$ cat config.mk
export PLATFORM = sky130hd
export DESIGN_NAME = btb_predictor
export DESIGN_NICKNAME = d
export VERILOG_FILES = /design/src/rtl/btb_pkg.sv /design/src/rtl/btb_victim_sel.sv /design/src/rtl/btb_predictor.sv
export SDC_FILE = /design/constraint.sdc
export NUM_CORES = 1
export LEC_CHECK = 0
export CAP_MARGIN = 20
export CELL_PAD_IN_SITES_DETAIL_PLACEMENT = 2
export CELL_PAD_IN_SITES_GLOBAL_PLACEMENT = 2
export CORE_ASPECT_RATIO = 1.25
export CORE_MARGIN = 1
export CORE_UTILIZATION = 26
export CTS_CLUSTER_SIZE = 40
export DETAILED_ROUTE_END_ITERATION = 8
export DONT_BUFFER_PORTS = 1
export PLACE_DENSITY_LB_ADDON = 0.1
export SKIP_CTS_REPAIR_TIMING = 1
export SLEW_MARGIN = 10
export SYNTH_ARGS = -nofsm -noshare
export SYNTH_HDL_FRONTEND = slang
export SYNTH_SLANG_ARGS = --single-unit
$ cat constraint.sdc
create_clock -name clk -period 7.1 [get_ports clk]
set_clock_uncertainty 0.05 [all_clocks]
set_input_delay 0.71 -clock clk [delete_from_list [all_inputs] [get_ports clk]]
set_output_delay 0.71 -clock clk [all_outputs]
set_load 0.02 [all_outputs]
$ cat src/rtl/btb_pkg.sv
// Shared types and counter helpers for the branch target buffer.
// The entry layout is {valid, tag, offset, ctr}; counters saturate and never wrap.
package btb_pkg;

  localparam int PC_W  = 16;
  localparam int CTR_W = 2;

  localparam logic [CTR_W-1:0] CTR_MAX   = '1;
  localparam logic [CTR_W-1:0] CTR_ALLOC = {1'b1, {(CTR_W-1){1'b0}}};

  typedef struct packed {
    logic             valid;
    logic [PC_W-1:0]  tag;
    logic [PC_W-1:0]  offset;
    logic [CTR_W-1:0] ctr;
  } btb_entry_t;

  function automatic logic [CTR_W-1:0] sat_inc(input logic [CTR_W-1:0] c);
    return (c == CTR_MAX) ? c : c + CTR_W'(1);
  endfunction

  function automatic logic [CTR_W-1:0] sat_dec(input logic [CTR_W-1:0] c);
    return (c == '0) ? c : c - CTR_W'(1);
  endfunction

endpackage

$ cat src/rtl/btb_victim_sel.sv
// Allocation victim choice: lowest-index invalid entry, otherwise the round-robin pointer.
// uses_ptr tells the caller the pointer was consumed and must advance.
module btb_victim_sel #(
  parameter int DEPTH = 8,
  parameter int IDX_W = $clog2(DEPTH)
) (
  input  logic [DEPTH-1:0] valid,
  input  logic [IDX_W-1:0] ptr,
  output logic [IDX_W-1:0] victim_idx,
  output logic             uses_ptr
);

  // NOTE: every output gets a default before the loop so no path leaves it unassigned (no latch).
  always_comb begin
    victim_idx = ptr;
    uses_ptr   = 1'b1;
    // Scanning downwards lets the lowest invalid index win.
    for (int i = DEPTH - 1; i >= 0; i--) begin
      if (!valid[i]) begin
        victim_idx = IDX_W'(i);
        uses_ptr   = 1'b0;
      end
    end
  end

endmodule

$ cat src/rtl/btb_predictor.sv
// Fetch-stage branch target buffer: same-cycle next-PC prediction from a small fully
// associative table, trained one resolved branch per cycle from the execute stage.
module btb_predictor
  import btb_pkg::*;
#(
  parameter int DEPTH = 8,
  parameter int IDX_W = $clog2(DEPTH)
) (
  input  logic             clk,
  input  logic             clr,
  input  logic [PC_W-1:0]  lookup_pc,
  output logic             pred_hit,
  output logic             pred_taken,
  output logic [PC_W-1:0]  pred_target,
  input  logic             upd_en,
  input  logic [PC_W-1:0]  upd_pc,
  input  logic [PC_W-1:0]  upd_offset,
  input  logic             upd_taken,
  output logic [IDX_W:0]   occupancy
);

  localparam int OCC_W = IDX_W + 1;

  btb_entry_t       table_q [DEPTH];
  btb_entry_t       table_d [DEPTH];
  logic [IDX_W-1:0] ptr_q, ptr_d;
  logic [OCC_W-1:0] occ_q, occ_d;

  logic [DEPTH-1:0] valid_vec;
  logic [IDX_W-1:0] victim_idx;
  logic             victim_uses_ptr;

  logic             upd_hit;
  logic [IDX_W-1:0] upd_idx;
  logic [PC_W-1:0]  hit_offset;
  logic [CTR_W-1:0] hit_ctr;

  // Lookup reads only registered state, so a same-cycle update is not bypassed.
  always_comb begin
    pred_hit   = 1'b0;
    hit_offset = '0;
    hit_ctr    = '0;
    for (int i = 0; i < DEPTH; i++) begin
      if (table_q[i].valid && table_q[i].tag == lookup_pc) begin
        pred_hit   = 1'b1;
        hit_offset = table_q[i].offset;
        hit_ctr    = table_q[i].ctr;
      end
    end
  end

  assign pred_taken  = pred_hit & hit_ctr[CTR_W-1];
  assign pred_target = pred_taken ? lookup_pc + hit_offset : lookup_pc + PC_W'(1);
  assign occupancy   = occ_q;

  always_comb begin
    valid_vec = '0;
    upd_hit   = 1'b0;
    upd_idx   = '0;
    for (int i = 0; i < DEPTH; i++) begin
      valid_vec[i] = table_q[i].valid;
      if (table_q[i].valid && table_q[i].tag == upd_pc) begin
        upd_hit = 1'b1;
        upd_idx = IDX_W'(i);
      end
    end
  end

  btb_victim_sel #(
    .DEPTH (DEPTH),
    .IDX_W (IDX_W)
  ) u_victim_sel (
    .valid      (valid_vec),
    .ptr        (ptr_q),
    .victim_idx (victim_idx),
    .uses_ptr   (victim_uses_ptr)
  );

  // NOTE: next-state logic uses blocking '=' so later statements see earlier field updates.
  always_comb begin
    table_d = table_q;
    ptr_d   = ptr_q;
    occ_d   = occ_q;
    if (upd_en) begin
      if (upd_hit) begin
        if (upd_taken) begin
          table_d[upd_idx].ctr    = sat_inc(table_q[upd_idx].ctr);
          table_d[upd_idx].offset = upd_offset;
        end else begin
          table_d[upd_idx].ctr    = sat_dec(table_q[upd_idx].ctr);
        end
      end else if (upd_taken) begin
        table_d[victim_idx] = '{valid: 1'b1, tag: upd_pc, offset: upd_offset, ctr: CTR_ALLOC};
        // Replacing a live entry keeps occupancy; filling a hole grows it.
        if (victim_uses_ptr) ptr_d = ptr_q + IDX_W'(1);
        else                 occ_d = occ_q + OCC_W'(1);
      end
    end
  end

  // NOTE: the table is flops, not a RAM macro, so clearing every field on clr keeps outputs X-free.
  always_ff @(posedge clk) begin
    if (clr) begin
      for (int i = 0; i < DEPTH; i++) table_q[i] <= '0;
      ptr_q <= '0;
      occ_q <= '0;
    end else begin
      // NOTE: state registers take non-blocking '<=' so every flop samples pre-edge values.
      table_q <= table_d;
      ptr_q   <= ptr_d;
      occ_q   <= occ_d;
    end
  end

endmodule

# After elaboration in Yosys (flattened, before gate mapping)
# Cells that the tools add are included.
# W data, S select, Z words.
[totals]
in_bits = 52
regBits = 287
wordCells = 163
out_inout_bits = 22
[classes]
bitwise_logic = 5
addsub = 6
n_reduce_logical = 23
order_cmp = 4
mux = 74
eq_ne = 17
[ops]
columns = ["op", "count"]
rows = [
  ["$bwmux W280", 4],
  ["$mux W280", 3],
  ["$demux W35 S3", 3],
  ["$eq A16 B16 Y1", 16],
  ["$mux W16", 9],
  ["$bmux W35 S3", 1],
  ["$mux W3", 14],
  ["$mux W35", 1],
  ["$mux W2", 13],
  ["$mux W1", 25],
  ["$logic_and A1 B1 Y1", 18],
  ["$mux W18", 1],
  ["$add A16 B1 Y16 const B", 1],
  ["$add A16 B16 Y16", 1],
  ["$ge A4 B4 Y1 const B", 2],
  ["$lt A4 B1 Y1 const B", 2],
  ["$not A3 Y4", 2],
  ["$reduce_and A4 Y1", 2],
  ["$add A4 B1 Y4 const B", 1],
  ["$add A3 B1 Y3 const B", 1],
  ["$add A2 B1 Y2 const B", 1],
  ["$eq A2 B2 Y1 const B", 1],
  ["$logic_not A2 Y1", 1],
  ["$not A1 Y1", 2],
  ["other kinds (4)", 4],
]

# Logic depth before layout (Yosys ltp)
[logic_depth]
depth_word = 19
depth_mapped = 26
ltp_nobuf = 24

# Modules after synthesis
# From an unflattened synthesis, not the netlist that was laid out.
[unflattened]
cells_unflattened = 1973
hier_area_um2 = 16733.5
[modules_own_cells]
columns = ["module", "cells_per_inst", "instances", "area_each_um2", "seq_area_each_um2"]
rows = [
  ["btb_predictor", 1958, 1, 16651.0, 5745.5],
  ["btb_victim_sel", 15, 1, 82.6, 0.0],
]

# Worst setup path after synthesis
# No wires, ideal clock.
[synth_path]
path_type = "input to output"
start = "input lookup_pc[15]"
end = "output pred_target[14]"
t_required_ns = 6.340
cell_stages = 25
arrival_time_ns = 6.342
path_slack_ns = -0.002
n_path_buf = 3
path_cell_list = "clkbuf_1 xor2_1 nor4_1 nand2_1 or4_1 clkbuf_1 and2_1 a311oi_1 mux2_2 o311a_1 clkbuf_1 o21ai_0 ha_1 fa_1 a21o_1 a21oi_1 o21bai_1 a21oi_1 nor2b_1 o21a_1 o31a_1 or4_1 a31o_2 a21oi_1 xnor2_1"
[synth_via]
elab_chain_len = 12
elab_cells_between_ends = 43
cone_classes = "add/sub: 1; eq/ne: 8; mux: 25; bitwise: 1; reduce/logical: 8"
[synth_lines]
columns = ["item", "line", "text"]
rows = [
  ["from (decl)", "btb_predictor.sv:11", "input logic [PC_W-1:0] lookup_pc,"],
  ["$eq A16 B16 Y1", "btb_predictor.sv:44", "if (table_q[i].valid && table_q[i].tag == lookup_pc) begin"],
  ["$logic_and A1 B1 Y1", "btb_predictor.sv:44", ""],
  ["$mux W1 or $mux W2 (tied branches) (8 in a row)", "btb_predictor.sv:44", ""],
  ["$and A1 B1 Y1 (*)", "btb_predictor.sv:52", "assign pred_taken = pred_hit & hit_ctr[CTR_W-1];"],
  ["net pred_taken", "btb_predictor.sv:13", "output logic pred_taken,"],
  ["$mux W16 (*)", "btb_predictor.sv:53", "assign pred_target = pred_taken ? lookup_pc + hit_offset : lookup_pc + PC_W'(1);"],
  ["to (decl)", "btb_predictor.sv:14", "output logic [PC_W-1:0] pred_target,"],
]
# Mark *: on every way through the listed nets, which the timed path passes. The rest lies on a longest branch.

# Final worst setup path
[layout_path]
start = "register table_q[263] (netlist bit)"
end = "output pred_target[14]"
[layout_via]
elab_chain_len = 12
elab_cells_between_ends = 29
cone_classes = "add/sub: 1; eq/ne: 1; mux: 25; bitwise: 1; reduce/logical: 1"
[layout_lines]
columns = ["item", "line", "text"]
rows = [
  ["from (decl)", "btb_predictor.sv:24", "btb_entry_t table_q [DEPTH];"],
  ["from (signal assigned)", "btb_predictor.sv:109", "table_q <= table_d;"],
  ["$eq A16 B16 Y1 (*)", "btb_predictor.sv:44", ""],
  ["$logic_and A1 B1 Y1 (*)", "btb_predictor.sv:44", ""],
  ["$mux W16 (tied with other cells) (8 in a row)", "btb_predictor.sv:44", ""],
  ["$add A16 B16 Y16 or $and A1 B1 Y1 (tied branches)", "btb_predictor.sv:53, btb_predictor.sv:52", ""],
  ["$mux W16 (*)", "btb_predictor.sv:53", ""],
]
# Every way passes the cells marked *; elsewhere a longest branch is shown, timed or not.

==> run summary <==
STATUS
---------------------------------------------------------------------------------
Run status                                                           finished clean

POWER AND IR DROP
---------------------------------------------------------------------------------
Leakage power figure                                                      6.96 nW
Power density normalized to cell area                                  208 mW/mm2
Fraction of power consumed by combinational cells                           0.050
Internal power of the cells                                               2.91 mW
Switch share                                                                0.246
Net switching component of the power                                     0.951 mW
Share of power burned in the clock network                                  0.525
Maximum vdd ir drop                                                    0.000171 V
Share of power burned in registers                                          0.425

WORST SETUP PATH
---------------------------------------------------------------------------------
Data required time of the worst path                                      6.34 ns
Crit-path max FO                                                                3
Crit-path leading delay family                                       compound AO/OA/AOI/OAI gates
Critical Path Max Stage Delay                                             0.45 ns
Worst path slowest cell                                              sky130_fd_sc_hd__or4_1
Bufs and invs on worst path                                                     1
Capturing element type of the critical path                          primary output
Critical path cell sequence                                          xor2_1 > nor4_1 > nand4_1 > a211oi_4 > buf_4 > nand2_1 > a311oi_2 > mux2_2 > o311a_1 > o21ai_0 > ha_1 > fa_1 > a21o_1 > a21oi_2 > o21bai_1 > a21oi_2 > nor2b_1 > o21a_1 > o31a_1 > or4_1 > a31o_2 > a21oi_2 > xnor2_2
Setup crit start kind                                                   flip-flop
Critical path data arrival time                                           6.00 ns
Most common cell on crit path                                        sky130_fd_sc_hd__a21oi_2
Type of the setup path with the least slack                               reg2out

DRT
---------------------------------------------------------------------------------
Number of antenna-violating nets in the routed design                           0
Overall via count from detail_route                                        13,800
Detailed-route DRC error count                                                  0
Starting DRT DRC Count                                                        597
Routed len/inst                                                           26.6 um
Drt pass-1 iters                                                                6
Wirelength, routed                                                        72.0 mm
Via-to-Cell Ratio                                                            5.11

TIMING
---------------------------------------------------------------------------------
Worst Tran Pin Value                                                      1.11 ns
Final worst path period need                                              6.76 ns
Worst-case hold slack                                                    0.152 ns
Rel. slew slack                                                             0.256
Highest attainable clock frequency                                        148 MHz
Post-route fraction of the period consumed by the critical path             0.952
Total Neg Setup Slack                                                        0 ns
Hold Fails Final Rpt                                                            0
Max-slew violation count                                                        0
Setup Viol. Count Final                                                         0

FLOORPLANNING
---------------------------------------------------------------------------------
Placement row count                                                           102
CORE AREA                                                              0.0620 mm2
IO Pins                                                                        74
Initial core utilization                                                    0.264
Area enclosed by the die boundary                                      0.0639 mm2
Height of the chip                                                         282 um
Chip Width                                                                 226 um

SYNTHESIS
---------------------------------------------------------------------------------
Synth Net Count                                                             1,977
Top-area cell type share of the netlist area                                0.351
Number of storage elements in the synthesis netlist                           287
Post-Synth Adder-Cell Area                                                 0.0151
Synth area leaders                                                   sky130_fd_sc_hd__dfxtp_1, sky130_fd_sc_hd__mux2i_1, sky130_fd_sc_hd__xor2_1
Xor-xnor portion of the synthesized cell area                               0.148
Compound-Gate Fraction of Synth Area                                       0.0923
Mapped Avg Cell Area                                                     8.58 um2
Synth Warn #                                                                    0
Cell with the most instances after synthesis                         sky130_fd_sc_hd__dfxtp_1
Number of distinct library cells after synthesis                               73
Most frequent cells after synthesis                                  sky130_fd_sc_hd__dfxtp_1, sky130_fd_sc_hd__nor2_1, sky130_fd_sc_hd__mux2i_1
Cell Area, Synth                                                       0.0164 mm2
Number of flops mapped to enable cells by yosys                                 0
Cells after Synth                                                           1,907
FFs w/ async S/R, synth                                                         0
Fraction of the mapped netlist area in simple logic gates                   0.205
Proportion of synthesized area in mux cells                                 0.141
Register area share after synthesis                                         0.351
Dominant synthesized flop cell                                       sky130_fd_sc_hd__dfxtp_1
Library cell with the largest summed area after synthesis            sky130_fd_sc_hd__dfxtp_1
Main combinational cell family by area after synthesis               simple AND/OR/NAND/NOR gates

LAYOUT
---------------------------------------------------------------------------------
Fill cell instance count of the final layout                                7,103
Post-route cell area                                                   0.0186 mm2
Ant diodes                                                                      0
Number of nets in the final layout                                          1,918
Share of layout cells above drive strength 1                               0.0910
Area Growth Syn to Fin                                                      13.6%

GLOBAL ROUTING
---------------------------------------------------------------------------------
Global routing usage on met3                                               0.0297
Met2 Use GR                                                                 0.426
Busiest grt layer                                                            met2
Global-route wire length before repair                                     104 mm
Number of global-route vias before repair                                  15,200
Met1 Usage GRT                                                              0.248
Initial antenna violation count                                                 1
Pin count of the biggest net entering global routing                          289
Grt ovf                                                                         0
Total routing resource utilization after global routing                     0.225

CLOCK NETWORK
---------------------------------------------------------------------------------
Maximum level of the CTS H-tree                                                 2
Clock tree from TritonCTS                                                    done
Clock latency on the worst-skew pair                                      0.58 ns
Clock slew seen by the registers of the worst setup and hold paths        0.06 ns
Number of clock buffers inserted by TritonCTS                                  39
CTS sink cnt                                                                  287
Clock root cell                                                      sky130_fd_sc_hd__clkbuf_16
CTS Buffer Depth                                                                3

PLACED DESIGN
---------------------------------------------------------------------------------
Number of buffers added on ports                                                0
Cell area reported after detailed placement                            0.0172 mm2
HPWL Detailed                                                             51.2 mm
RePlAce Congestion                                                          0.827

RUN
---------------------------------------------------------------------------------
Count of max-cap constraint violations                                          0

WORST HOLD PATH
---------------------------------------------------------------------------------
Class of the worst hold path                                               in2reg

[per-layer routing]
layer  vias to the layer above  wire [um]
met1                      7071      28700
met4                         0       3080
met2                       202      38200
li1                       6443          -
met5                         -          0
met3                       126       2000
[metrics by stage]
| step | power (mW) | instances | worst slack [ns] | utilization |
|---|---|---|---|---|
| finish | 3.86 | 2711 | 0.343 | 0.299 |
| global route | 4.01 | 2711 | -0.0114 | 0.299 |
| CTS | 3.94 | 2710 | -0.0968 | 0.298 |
| detailed placement | 1.87 | 2638 | 0.255 | 0.277 |
| global placement | 1.86 | 2638 | 0.374 | 0.277 |
| floorplan | 1.89 | 1907 | 0.0444 | - |
[power by group through the flow]
stage	Combinational (mW)	Clock, mW	Sequential (mW)
final	0.192	2.03	1.64
after global routing	0.210	2.16	1.64
after CTS	0.192	2.10	1.64
after detailed placement	0.190	0	1.68
after global placement	0.186	0	1.68
after floorplan	0.218	0	1.67
[cells by family (layout without fill, tap and decap cells)]
logic type / after synthesis / after routing
and+or+nand+nor: 686 / 686
DFF: 287 / 287
xor gates and xnor gates: 276 / 276
AOI/OAI and AO/OA: 236 / 236
muxes: 230 / 230
buffers and inverters: 173 / 145
adders and majority gates: 19 / 19
[final cells by class]
cell class | instances | area [um2] | share of cell area
clock inverters | 17 | 181 | 0.00977
well taps | 832 | 1040 | 0.0560
inverters | 22 | 82.6 | 0.00445
repair buffers | 51 | 405 | 0.0218
flip-flops and latches | 287 | 5750 | 0.309
clock buffers | 55 | 1140 | 0.0612
multi-input cells | 1447 | 9980 | 0.537
[layout by cell type (no fill, tap or decap), types with 14 or more instances in the layout]
cell	Yosys	layout
sky130_fd_sc_hd__nand4_1	28	28
sky130_fd_sc_hd__nor3_1	21	15
sky130_fd_sc_hd__o31ai_1	17	17
sky130_fd_sc_hd__inv_1	21	21
sky130_fd_sc_hd__ha_1	17	17
sky130_fd_sc_hd__nand3_1	69	68
sky130_fd_sc_hd__clkbuf_16	0	39
sky130_fd_sc_hd__mux2i_1	227	227
sky130_fd_sc_hd__a21oi_1	90	86
sky130_fd_sc_hd__xnor2_1	111	109
sky130_fd_sc_hd__nand2_1	155	155
sky130_fd_sc_hd__o21ai_0	42	42
sky130_fd_sc_hd__a221oi_1	14	14
sky130_fd_sc_hd__dfxtp_1	287	286
sky130_fd_sc_hd__nor4_1	56	52
sky130_fd_sc_hd__nor2b_1	36	36
sky130_fd_sc_hd__xor2_1	164	164
sky130_fd_sc_hd__nor2_1	238	235
sky130_fd_sc_hd__buf_4	5	48
[worst paths after layout]
path / from / endpoint / slack (ns) / depth (start not counted)
hold / removal: clr / table_q[149]$_SDFFE_PP0P_ / 0.15 / 1
hold reg to reg: table_q[113]$_SDFFE_PP0P_ / table_q[113]$_SDFFE_PP0P_ / 0.40 / 2
setup reg to reg: table_q[167]$_SDFFE_PP0P_ / table_q[45]$_SDFFE_PP0P_ / 2.54 / 11
setup / recovery: table_q[263]$_SDFFE_PP0P_ / pred_target[14] / 0.34 / 23
[state kept, by name (all words and copies together) (netlist names)]
register   flops
occupancy      4
table_q      280
ptr_q          3
(Power assumes the default switching activity.)
